File: src/rtl/swap_pkg.sv
// swap_pkg: types and constants shared by the swap scheduler slice.
//   state_t          - scheduler FSM states
//   LAST_SERVED_RST  - last-served value after reset, so requester 0
//                      wins the first tie
package swap_pkg;

    typedef enum logic [1:0] {
        IDLE = 2'd0,
        SWAP = 2'd1,
        RESP = 2'd2
    } state_t;

    localparam logic LAST_SERVED_RST = 1'b1;

endpackage

File: src/rtl/swap_stage.sv
// swap_stage: two WIDTH-bit registers that can be loaded with a new pair
// or exchanged with each other in a single cycle.
//   clk, rst_n  - clock, asynchronous active-low reset (clears both regs)
//   load        - capture a_in/b_in (has priority over en)
//   en          - simultaneous exchange a<-b, b<-a
//   a_in, b_in  - pair to load
//   a_o, b_o    - current register contents
module swap_stage #(
    parameter int WIDTH = 8
) (
    input  logic             clk,
    input  logic             rst_n,
    input  logic             load,
    input  logic             en,
    input  logic [WIDTH-1:0] a_in,
    input  logic [WIDTH-1:0] b_in,
    output logic [WIDTH-1:0] a_o,
    output logic [WIDTH-1:0] b_o
);

    logic [WIDTH-1:0] a_reg;
    logic [WIDTH-1:0] b_reg;

    always_ff @(posedge clk or negedge rst_n) begin
        if (!rst_n) begin
            a_reg <= '0;
            b_reg <= '0;
        end else if (load) begin
            a_reg <= a_in;
            b_reg <= b_in;
        end else if (en) begin
            a_reg <= b_reg;
            b_reg <= a_reg;
        end
    end

    assign a_o = a_reg;
    assign b_o = b_reg;

endmodule

File: src/rtl/swap_sched.sv
// swap_sched: round-robin scheduler sharing one swap_stage between two
// requesters. A granted pair is loaded into the stage, exchanged n times,
// then presented on a valid/ready response port.
//   clk, rst_n                 - clock, asynchronous active-low reset
//   reqX_valid/ready           - request handshake (ready is combinational)
//   reqX_a, reqX_b, reqX_n     - operand pair and swap count
//   resp_valid/ready           - response handshake
//   resp_id, resp_a, resp_b    - owner and final pair (registered)
//   busy                       - high whenever the FSM is not IDLE
module swap_sched
    import swap_pkg::*;
#(
    parameter int WIDTH = 8,
    parameter int CNT_W = 4
) (
    input  logic             clk,
    input  logic             rst_n,
    input  logic             req0_valid,
    output logic             req0_ready,
    input  logic [WIDTH-1:0] req0_a,
    input  logic [WIDTH-1:0] req0_b,
    input  logic [CNT_W-1:0] req0_n,
    input  logic             req1_valid,
    output logic             req1_ready,
    input  logic [WIDTH-1:0] req1_a,
    input  logic [WIDTH-1:0] req1_b,
    input  logic [CNT_W-1:0] req1_n,
    output logic             resp_valid,
    input  logic             resp_ready,
    output logic             resp_id,
    output logic [WIDTH-1:0] resp_a,
    output logic [WIDTH-1:0] resp_b,
    output logic             busy
);

    state_t           state_reg;
    state_t           state_next;
    logic [CNT_W-1:0] cnt_reg;
    logic             last_served_reg;
    logic             resp_id_reg;
    logic             resp_valid_reg;
    logic             busy_reg;

    logic             grant_id;
    logic             load;
    logic             en;
    logic [WIDTH-1:0] sel_a;
    logic [WIDTH-1:0] sel_b;
    logic [CNT_W-1:0] sel_n;

    // Operand mux driven by the arbiter's choice.
    assign sel_a = grant_id ? req1_a : req0_a;
    assign sel_b = grant_id ? req1_b : req0_b;
    assign sel_n = grant_id ? req1_n : req0_n;

    always_comb begin
        state_next = state_reg;
        req0_ready = 1'b0;
        req1_ready = 1'b0;
        grant_id   = 1'b0;
        load       = 1'b0;
        en         = 1'b0;
        case (state_reg)
            IDLE: begin
                if (req0_valid || req1_valid) begin
                    // On a tie, serve whoever did not go last.
                    grant_id   = (req0_valid && req1_valid) ? ~last_served_reg : req1_valid;
                    load       = 1'b1;
                    req0_ready = ~grant_id;
                    req1_ready = grant_id;
                    state_next = (sel_n != '0) ? SWAP : RESP;
                end
            end
            SWAP: begin
                en = 1'b1;
                if (cnt_reg == CNT_W'(1)) state_next = RESP;
            end
            RESP: begin
                if (resp_ready) state_next = IDLE;
            end
            default: state_next = IDLE;
        endcase
    end

    always_ff @(posedge clk or negedge rst_n) begin
        if (!rst_n) begin
            state_reg       <= IDLE;
            cnt_reg         <= '0;
            last_served_reg <= LAST_SERVED_RST;
            resp_id_reg     <= 1'b0;
            resp_valid_reg  <= 1'b0;
            busy_reg        <= 1'b0;
        end else begin
            state_reg <= state_next;
            // Flags follow the next state so they line up with the stage
            // contents captured on the same edge.
            resp_valid_reg <= (state_next == RESP);
            busy_reg       <= (state_next != IDLE);
            if (load) begin
                cnt_reg         <= sel_n;
                resp_id_reg     <= grant_id;
                last_served_reg <= grant_id;
            end else if (en) begin
                cnt_reg <= cnt_reg - CNT_W'(1);
            end
        end
    end

    // The stage registers double as the response data registers: they stop
    // changing once the FSM reaches RESP, so the pair is held until taken.
    swap_stage #(
        .WIDTH(WIDTH)
    ) u_stage (
        .clk  (clk),
        .rst_n(rst_n),
        .load (load),
        .en   (en),
        .a_in (sel_a),
        .b_in (sel_b),
        .a_o  (resp_a),
        .b_o  (resp_b)
    );

    assign resp_valid = resp_valid_reg;
    assign resp_id    = resp_id_reg;
    assign busy       = busy_reg;

endmodule
File: config.mk
export PLATFORM = sky130hd
export DESIGN_NAME = swap_sched
export DESIGN_NICKNAME = d
export VERILOG_FILES = /design/src/rtl/swap_pkg.sv /design/src/rtl/swap_stage.sv /design/src/rtl/swap_sched.sv
export SDC_FILE = /design/constraint.sdc
export NUM_CORES = 1
export LEC_CHECK = 0
export BUFFER_PORTS_ARGS = -buffer_cell sky130_fd_sc_hd__buf_4
export CAP_MARGIN = 20
export CORE_MARGIN = 5
export CORE_UTILIZATION = 49
export CTS_BUF_LIST = sky130_fd_sc_hd__clkbuf_8
export DETAILED_ROUTE_END_ITERATION = 10
export GPL_TIMING_DRIVEN = 0
export PLACE_DENSITY = 0.79
export SLEW_MARGIN = 20
export SYNTH_ARGS = -nofsm -noshare
export SYNTH_HDL_FRONTEND = slang
export SYNTH_SLANG_ARGS = --single-unit
export TNS_END_PERCENT = 30
File: constraint.sdc
create_clock -name clk -period 2.2 [get_ports clk]
set_clock_uncertainty 0.15 [all_clocks]
set_input_delay 0.22 -clock clk [delete_from_list [all_inputs] [get_ports clk]]
set_output_delay 0.22 -clock clk [all_outputs]
set_load 0.005 [all_outputs]
==> results of run 1 <==
==> cell usage in the layout (no fill, tap or decap), drive strengths merged <==
cell         instances
a211o               11
a211oi               1
a21o                 1
a21oi               33
a22oi                5
and2                 1
buf                 76
bufinv               1
clkbuf               6
dfrtp               25
dfstp                1
dlygate4sd3          1
ha                   2
inv                  5
mux2                 1
mux2i               10
nand2               16
nand2b               1
nand3                1
nor2                19
nor2b                1
nor3                 1
nor3b                1
nor4                 3
o211ai               1
o21ai               12
o221ai               1
o2bb2ai              1
o31ai                1
or2                  4
xnor2                1
==> cell type report <==
class / count / share of cell area
inverter: 5 / 0.008671
timing repair buffer: 65 / 0.2266
buffer: 15 / 0.04913
clock inverter: 1 / 0.01387
sequential: 26 / 0.3012
clock buffer: 3 / 0.01908
multi-input combinational: 129 / 0.3561
tap: 44 / 0.02543
==> metal layers <==
layer  track usage  up-vias
met1        0.2497      735
li1              -      760
met5             0        -
met3       0.03231        4
met4       0.05584        0
met2        0.3271       37
==> final timing paths <==
check,from,to,slack [ns],cells after the start
worst min register to register,resp_id,resp_id,0.37,2
worst min-delay path,req1_a[7],u_stage.a_o[7],0.06,3
worst max register to register,state_reg[1],cnt_reg[1],0.46,5
min in group asynchronous,rst_n,state_reg[0],0.23,2
max in group asynchronous,rst_n,last_served_reg,1.38,2
worst max-delay path,state_reg[1],req0_ready,0.14,5
==> timing repair <==
action	4_1_cts	5_1_grt
setup endpoints to repair	0	0
hold buffers	1	0
endpoints found under the hold margin	26	0
==> worst reg2reg max path: stages, from the launching register on <==
cell,delay [ns]
dfrtp_1,0.47
a211oi_2,0.31
nand2_1,0.14
buf_2,0.23
mux2i_1,0.19
o221ai_1,0.12
==> synthesized netlist by cell type, drive strengths merged (4+ instances only) <==
master	n
nand2	16
o21ai	12
inv	5
a21oi	33
or2	4
a22oi	5
a211o	11
dfrtp	25
buf	12
nor2	19
mux2i	10
==> through the flow <==
step	utilization	cells	power [mW]	hold slack (ns)	cell area, um^2
finish	0.7090	288	2.801	0.05935	2165
global route	0.7090	288	3.032	0.06866	2165
CTS	0.7090	288	2.816	0.05988	2165
detailed placement	0.6824	283	2.408	-0.007760	2083
global placement	0.6824	283	2.378	-0.01058	2083
floorplan	-	175	1.831	-0.2256	1548
==> power by group through the flow <==
stage          logic, mW  clock network (mW)  registers [mW]
6_report            1.47               0.404           0.924
5_1_grt             1.65               0.424           0.961
4_1_cts             1.49               0.406           0.923
3_5_place_dp        1.48                   0           0.931
3_3_place_gp        1.45                   0           0.926
2_1_floorplan      0.923                   0           0.908
==> cell families after synthesis <==
kind of cell | after synthesis
flip-flops | 26
XOR/XNOR | 1
buffers and inverters | 20
multiplexers | 11
adder cells (fa/ha/maj) | 2
AND/OR/NAND/NOR | 48
AO/OA/AOI/OAI | 67
==> results.toml, run 1 <==
[yosys]
netlist_area_um2 = 1548
synth_top_area_frac = 0.4042
synth.net_count = 222
seq_area_frac_synth = 0.4212
synthFlopType = "dfrtp_1"
syn_area_per_cell_um2 = 8.844
ys_types = 34
synthAdderAreaFrac = 0.01617
synth_top_family_by_area = "compound AO/OA/AOI/OAI gates"
yosys_register_bits = 26
yosys_warnings = 0
synthCells = 175
synth-compound-area-share = 0.2660
synth_xor_area_frac = 0.005659
yosysTopAreaCell = "dfrtp_1"
synth_area_leaders = "dfrtp_1, a21oi_1, mux2i_1"
synthSimpleGateAreaFrac = 0.1382
synth_edf_count = 0
synthArstFlopShare = 1.000
synth.area.mux_share = 0.07195

[layout]
area_growth_pct = 39.85
multi_input_area_um2 = 770.7
drive_above_1_share = 0.3484
regArea_um2 = 651.9
num_antenna_cells = 0
fin_nets = 292
fillCellCount = 277

[worst_setup_path]
cp.required_ns = 1.83
cp.arrival_ns = 1.69
crit_buf_inv = 3
crit_family = "simple AND/OR/NAND/NOR gates"
cp-end-kind = "output port"
cp_max_fo = 10
crit_path_start_kind = "register"
crit_chain = "or2_1 -> buf_6 -> buf_2 -> nor2_1 -> buf_4"
crit_path_top_delay_cell = "dfrtp_1"
cpPeakStageDelay_ns = 0.47
worstSetupPathType = "register to output port"

[floorplan]
die_width_um = 66.20
ios = 66
dieArea_um2 = 4382
core_area_um2 = 3053
fp-row-count = 20
die_h_um = 66.20
start_util = 0.5070

[clock_network]
cts_max_path_buffers = 2
h-tree-depth = 1
post-cts-setup-buffers = 0
numCtsBuffers = 3
cts.sinks = 26
cts_tree = "built"
clockRootBuffer = "clkbuf_8"
clk_pin_slew_ns = 0.10
cts_resized = 0
clk_latency_ns = 0.27

[detailed_routing]
met1_length_um = 1794
wl_um = 4120
postRouteAntennaNets = 0
first_pass_iters = 4
wl_met3_um = 183
viasPerCell = 5.333
dr.first_iter.drc_count = 115
route.vias.total = 1536
routed.top_layer = "met4"
routedWlPerCell_um = 14.31
drc_errors = 0
wl_met2_um = 2103

[global_routing]
grt_antenna_before_repair = 0
grt_first_pass_wirelength_um = 6637
overflow = 0
first_global_vias = 1438
grt_usage = 0.1929
grt_max_degree = 27

[placement]
preCtsSetupSlack_ns = 0.4606
routabilityCongestion = 0.7991
port_buffers = 64
dpl.hpwl_um = 3219

[sta]
finalCritPeriodShare = 0.9362
slew_violations = 0
finalSetupTns_ns = 0
hold_viol_final = 0
worst_slack_ns = 0.1404
setup_viol = 0
period_needed_ns = 2.060
fmax_ghz = 0.4855
max_slew_margin = 0.6776
rsz0062_at_grt = "false"
worst_pin_slew_ns = 0.4837

[power_and_ir_drop]
p_int_mw = 1.733
leakagePower_nw = 1.076
swShare = 0.3814
vdd_drop_max_mv = 0.7264
p_comb_frac = 0.526
p_sw_mw = 1.068
power_per_cell_area_nw_per_um2 = 1294
seqPwrFrac = 0.330
clkPwrFrac = 0.144

[worst_hold_path]
hp-class = "input port to register"

[run_status]
outcome = "finished clean"

[run]
cap_viol_max_count = 0
(Power assumes the default switching activity.)
==> run 2: changes to the inputs <==
- BUFFER_PORTS_ARGS: -buffer_cell sky130_fd_sc_hd__buf_4 -> unset
- CORE_UTILIZATION: 49 -> 59
- DONT_BUFFER_PORTS: unset -> 1
- PLACE_DENSITY: 0.79 -> 0.72
==> run 2 against run 1 <==
Net effect: via count fell by 10%; global-route usage rose by 3.8 points; clock power fell by 24%; wire length fell by 2.4%; sequential cell count did not move; worst setup slack improved by 0.16 ns; clock-buffer cell count rose by 1; fmax rose by 8.5%; sequential share of layout area rose by 6.7 points; register-to-register slack barely moved; power fell by 13%; critical endpoint unchanged.
==> results.toml, run 2 (same netlist as run 1, synthesis figures left out) <==
[sta]
worst_slack_ns = 0.3011
fmax_ghz = 0.5266
setup_viol = 0
rsz0062_at_grt = "false"
slew_violations = 0
max_slew_margin = 0.6792
period_needed_ns = 1.899
finalCritPeriodShare = 0.8631
worst_pin_slew_ns = 0.4812
hold_viol_final = 0
finalSetupTns_ns = 0

[worst_hold_path]
hp-class = "input port to register"
hold_depth = 2

[clock_network]
cts.sinks = 26
clk_latency_ns = 0.27
numCtsBuffers = 3
clockRootBuffer = "clkbuf_8"
clk_pin_slew_ns = 0.09
h-tree-depth = 1
cts_max_path_buffers = 2
cts_tree = "built"
post-cts-setup-buffers = 0

[detailed_routing]
routedWlPerCell_um = 18.20
route.vias.total = 1377
viasPerCell = 6.231
drc_errors = 0
wl_um = 4022
dr.first_iter.drc_count = 89
first_pass_iters = 4
postRouteAntennaNets = 0

[power_and_ir_drop]
leakagePower_nw = 0.8101
power_per_cell_area_nw_per_um2 = 1378
vdd_drop_max_mv = 0.8022
total_power_mw = 2.439

[placement]
port_buffers = 0
dpl.hpwl_um = 2857
routabilityCongestion = 0.8663
preCtsSetupSlack_ns = 0.4850

[layout]
fillCellCount = 191
area_growth_pct = 14.39
fin_nets = 239
drive_above_1_share = 0.1152
num_antenna_cells = 0
final_cell_mix = "a21oi_1, dfrtp_1, nor2_1"
layout_commonest_cell = "a21oi_1"

[floorplan]
ios = 66
dieArea_um2 = 3747
start_util = 0.6191
core_area_um2 = 2500
die_width_um = 61.22
fp-row-count = 18
die_h_um = 61.22

[worst_setup_path]
worstSetupPathType = "register to output port"
cp_max_fo = 10
cp.arrival_ns = 1.53
crit_path_top_delay_cell = "dfrtp_1"
crit_chain = "buf_6 -> or2_1 -> buf_6 -> buf_2 -> nor2_1"
cp.required_ns = 1.83
crit_family = "buffers and inverters"
crit_buf_inv = 3
rrSetupSlack_ns = 0.46
crit_top_cell = "buf_6"
cpPeakStageDelay_ns = 0.38
cp-end-kind = "output port"
crit_cells = 5
r2r_cells = 5
crit_path_start_kind = "register"

[global_routing]
first_global_vias = 1482
grt_usage = 0.2307
grt_first_pass_wirelength_um = 6486
grt_max_degree = 27
grt_antenna_before_repair = 0
overflow = 0

[run]
cap_viol_max_count = 0

[run_status]
outcome = "finished clean"
-- run 2: layout make-up --
| class | instances | area, um^2 | area share |
|---|---|---|---|
| Tap cell | 30 | 37.54 | 0.02120 |
| Timing Repair Buffer | 12 | 130.1 | 0.07350 |
| Multi-Input combinational cell | 129 | 770.7 | 0.4353 |
| Clock buffer | 4 | 55.05 | 0.03110 |
| Sequential cell | 26 | 651.9 | 0.3682 |
| Inverter | 5 | 18.77 | 0.01060 |
| Buffer | 15 | 106.4 | 0.06007 |
-- run 2: through the flow --
stage | utilization | hold slack, ns | cell area [um^2] | std cells
final | 0.7082 | 0.004570 | 1770 | 221
after global routing | 0.7082 | 0.01800 | 1770 | 221
after CTS | 0.7002 | 0.002991 | 1750 | 219
after detailed placement | 0.6341 | -0.2249 | 1585 | 205
after global placement | 0.6341 | -0.2250 | 1585 | 205
after floorplan | - | -0.2256 | 1548 | 175
-- run 2: timing repair --
item,4_1_cts,5_1_grt
gates resized for setup,0,0
hold endpoints to repair,30,1
hold buffers,10,2
-- run 2: path summary, 6_finish.rpt --
check                             start         endpoint
max                        state_reg[0]       req0_ready
min                           req1_n[3]       cnt_reg[3]
max reg2reg                state_reg[1]   u_stage.b_o[7]
min reg2reg                  cnt_reg[1]       cnt_reg[1]
max in group asynchronous         rst_n  last_served_reg
min in group asynchronous         rst_n       resp_valid
-- run 2: where the power goes --
part / switching, mW / internal, mW
clock: 0.146 / 0.160
sequential: 0.237 / 0.732
combinational: 0.643 / 0.521
total: 1.03 / 1.41
-- run 2: routing by layer --
layer / global-route usage / up-vias / wire, um
met5: 0 / - / 0
met3: 0.07128 / 4 / 356
met1: 0.2721 / 656 / 1603
met4: 0.05263 / 0 / 19
li1: - / 654 / -
met2: 0.4094 / 63 / 2044
-- run 2: worst reg2reg max path, cell delays in order, from the launching register on --
cell,delay (ns)
dfrtp_1,0.46
a211oi_2,0.31
buf_4,0.22
a21oi_1,0.08
a211o_1,0.28
a21oi_1,0.15
==> run 3: changes to the inputs <==
- CORE_UTILIZATION: 59 -> 70
- PLACE_DENSITY: 0.72 -> 0.83
- clock period: 2.2 -> 2.3 ns (I/O delays scaled with it)
==> run 3 against run 2 <==
Net effect: combinational power about the same; critical path depth grew 1; non-clock buffer count is 2 lower; sequential power down 3.2%; highest routed layer unchanged; worst hold slack barely moved; clock-buffer cell count shrank 1; first-iteration DRC count down 21%; power rose by 1.8%; via count up 1.9%; final area grew 0.28%; critical path type is now register to register; core utilization increased by 11 points.
==> results.toml, run 3 (same netlist as run 1, synthesis figures left out) <==
[sta]
slew_violations = 0
setup_viol = 0
finalSetupTns_ns = 0
timing.hold.ws_ns = 0.004525
worst_pin_slew_ns = 0.4984
max_slew_margin = 0.6677
finalCritPeriodShare = 0.9610
rsz0062_at_grt = "false"
fmax_ghz = 0.4524
hold_viol_final = 0
period_needed_ns = 2.210

[floorplan]
fp-row-count = 17
die_h_um = 57.02
start_util = 0.7134
dieArea_um2 = 3251
core_area_um2 = 2170
die_width_um = 57.02
ios = 66

[worst_hold_path]
hp-start = "req1_n[3]"
hold_depth = 2
hp-class = "input port to register"
min_to = "cnt_reg[3]"

[power_and_ir_drop]
leakagePower_nw = 0.8094
power_per_cell_area_nw_per_um2 = 1399
vdd_drop_max_mv = 0.8959

[layout]
final_cell_mix = "a21oi_1, dfrtp_1, nor2_1"
layout_commonest_cell = "a21oi_1"
drive_above_1_share = 0.1217
final_cell_area_um2 = 1775
fillCellCount = 151
final_util = 0.8183
area_growth_pct = 14.71
num_antenna_cells = 0
fin_nets = 237

[clock_network]
cts.sinks = 26
clk_pin_slew_ns = 0.09
numCtsBuffers = 3
h-tree-depth = 1
post-cts-setup-buffers = 0
cts_tree = "built"
clockRootBuffer = "clkbuf_8"
cts_max_path_buffers = 2
clk_latency_ns = 0.27

[detailed_routing]
postRouteAntennaNets = 0
routedWlPerCell_um = 19.82
route.vias.total = 1403
drc_errors = 0
wl_um = 4302
viasPerCell = 6.465
first_pass_iters = 4
dr.first_iter.drc_count = 70

[worst_setup_path]
cp.arrival_ns = 2.22
r2r_cells = 6
crit_path_top_delay_cell = "dlygate4sd3_1"
rr_startpoint = "state_reg[1]"
worstSetupPathType = "register to register"
cp_max_fo = 10
crit_chain = "a211oi_4 -> nand2_1 -> buf_4 -> mux2i_1 -> dlygate4sd3_1 -> o21ai_1"
cpPeakStageDelay_ns = 0.57
rrSetupSlack_ns = 0.09
cp.required_ns = 2.31
cp-end-kind = "register"
crit_path_start_kind = "register"
reg2reg_to = "u_stage.a_o[7]"

[global_routing]
grt_antenna_before_repair = 0
first_global_vias = 1456
grt_max_degree = 27
grt_first_pass_wirelength_um = 6900
grt_usage = 0.2732
overflow = 0

[run_status]
outcome = "finished clean"

[placement]
dpl.hpwl_um = 2921
routabilityCongestion = 0.8713
placed_area_um2 = 1583
port_buffers = 0

[run]
cap_viol_max_count = 0
==> run 3: cell count changes in the layout (fill, tap and decap cells not counted) <==
cell and delta:
a211oi_2 -1, a211oi_4 +1, buf_2 -1, buf_4 +1
bufinv_16 +1, clkbuf_8 -1, dfrtp_1 -1, dfrtp_2 +1
dlygate4sd3_1 -2
==> run 3: layer usage <==
| layer | GRT usage | vias up | wire [um] |
|---|---|---|---|
| met5 | 0 | - | 0 |
| met4 | 0.09934 | 0 | 77 |
| met3 | 0.07014 | 9 | 339 |
| met2 | 0.4682 | 70 | 2248 |
| met1 | 0.3309 | 676 | 1636 |
| li1 | - | 648 | - |
==> run 3: cell type report <==
cell class	instances	area [um^2]	area share
Sequential cell	26	653.1	0.3679
Tap cell	28	35.03	0.01973
Buffer	15	108.9	0.06131
Timing Repair Buffer	10	110.1	0.06202
Clock inverter	1	30.03	0.01691
Inverter	5	18.77	0.01057
Multi-Input combinational cell	129	778.2	0.4383
Clock buffer	3	41.29	0.02326
==> run 3: how the worst max path moves through the flow <==
stage                       from              to  cells after the start
global route        state_reg[1]  u_stage.a_o[7]                      6
global placement    state_reg[1]      cnt_reg[1]                      5
finish              state_reg[1]  u_stage.a_o[7]                      6
floorplan           state_reg[0]      cnt_reg[0]                      7
detailed placement  state_reg[1]      cnt_reg[1]                      5
CTS                 state_reg[1]  u_stage.b_o[5]                      6
==> run 3: repair_timing <==
action | 4_1_cts | 5_1_grt
hold endpoints to repair | 30 | 0
endpoints found under the setup margin | 0 | 4
hold buffers | 10 | 0
gates resized for setup | 0 | 4
==> run 3: per-stage QoR <==
step / total power, mW / setup WS [ns] / instances
final: 2.484 / 0.08976 / 217
after global routing: 2.658 / 0.02158 / 217
after detailed placement: 2.014 / 0.5374 / 203
after floorplan: 1.751 / 0.7555 / 175
after CTS: 2.434 / 0.07062 / 217
after global placement: 1.941 / 0.6115 / 203
==> run 3: power by group <==
group	internal (mW)	switching (mW)	total, mW
clock	0.233	0.153	0.386
sequential	0.702	0.236	0.938
combinational	0.515	0.645	1.16
==> run 3: worst max-delay path, delay by kind of cell, from the launching register on <==
family | cells | cell delay, ns
buf+inv | 2 | 0.79
flops | 1 | 0.48
compound gates | 2 | 0.34
mux | 1 | 0.19
simple gates | 1 | 0.14
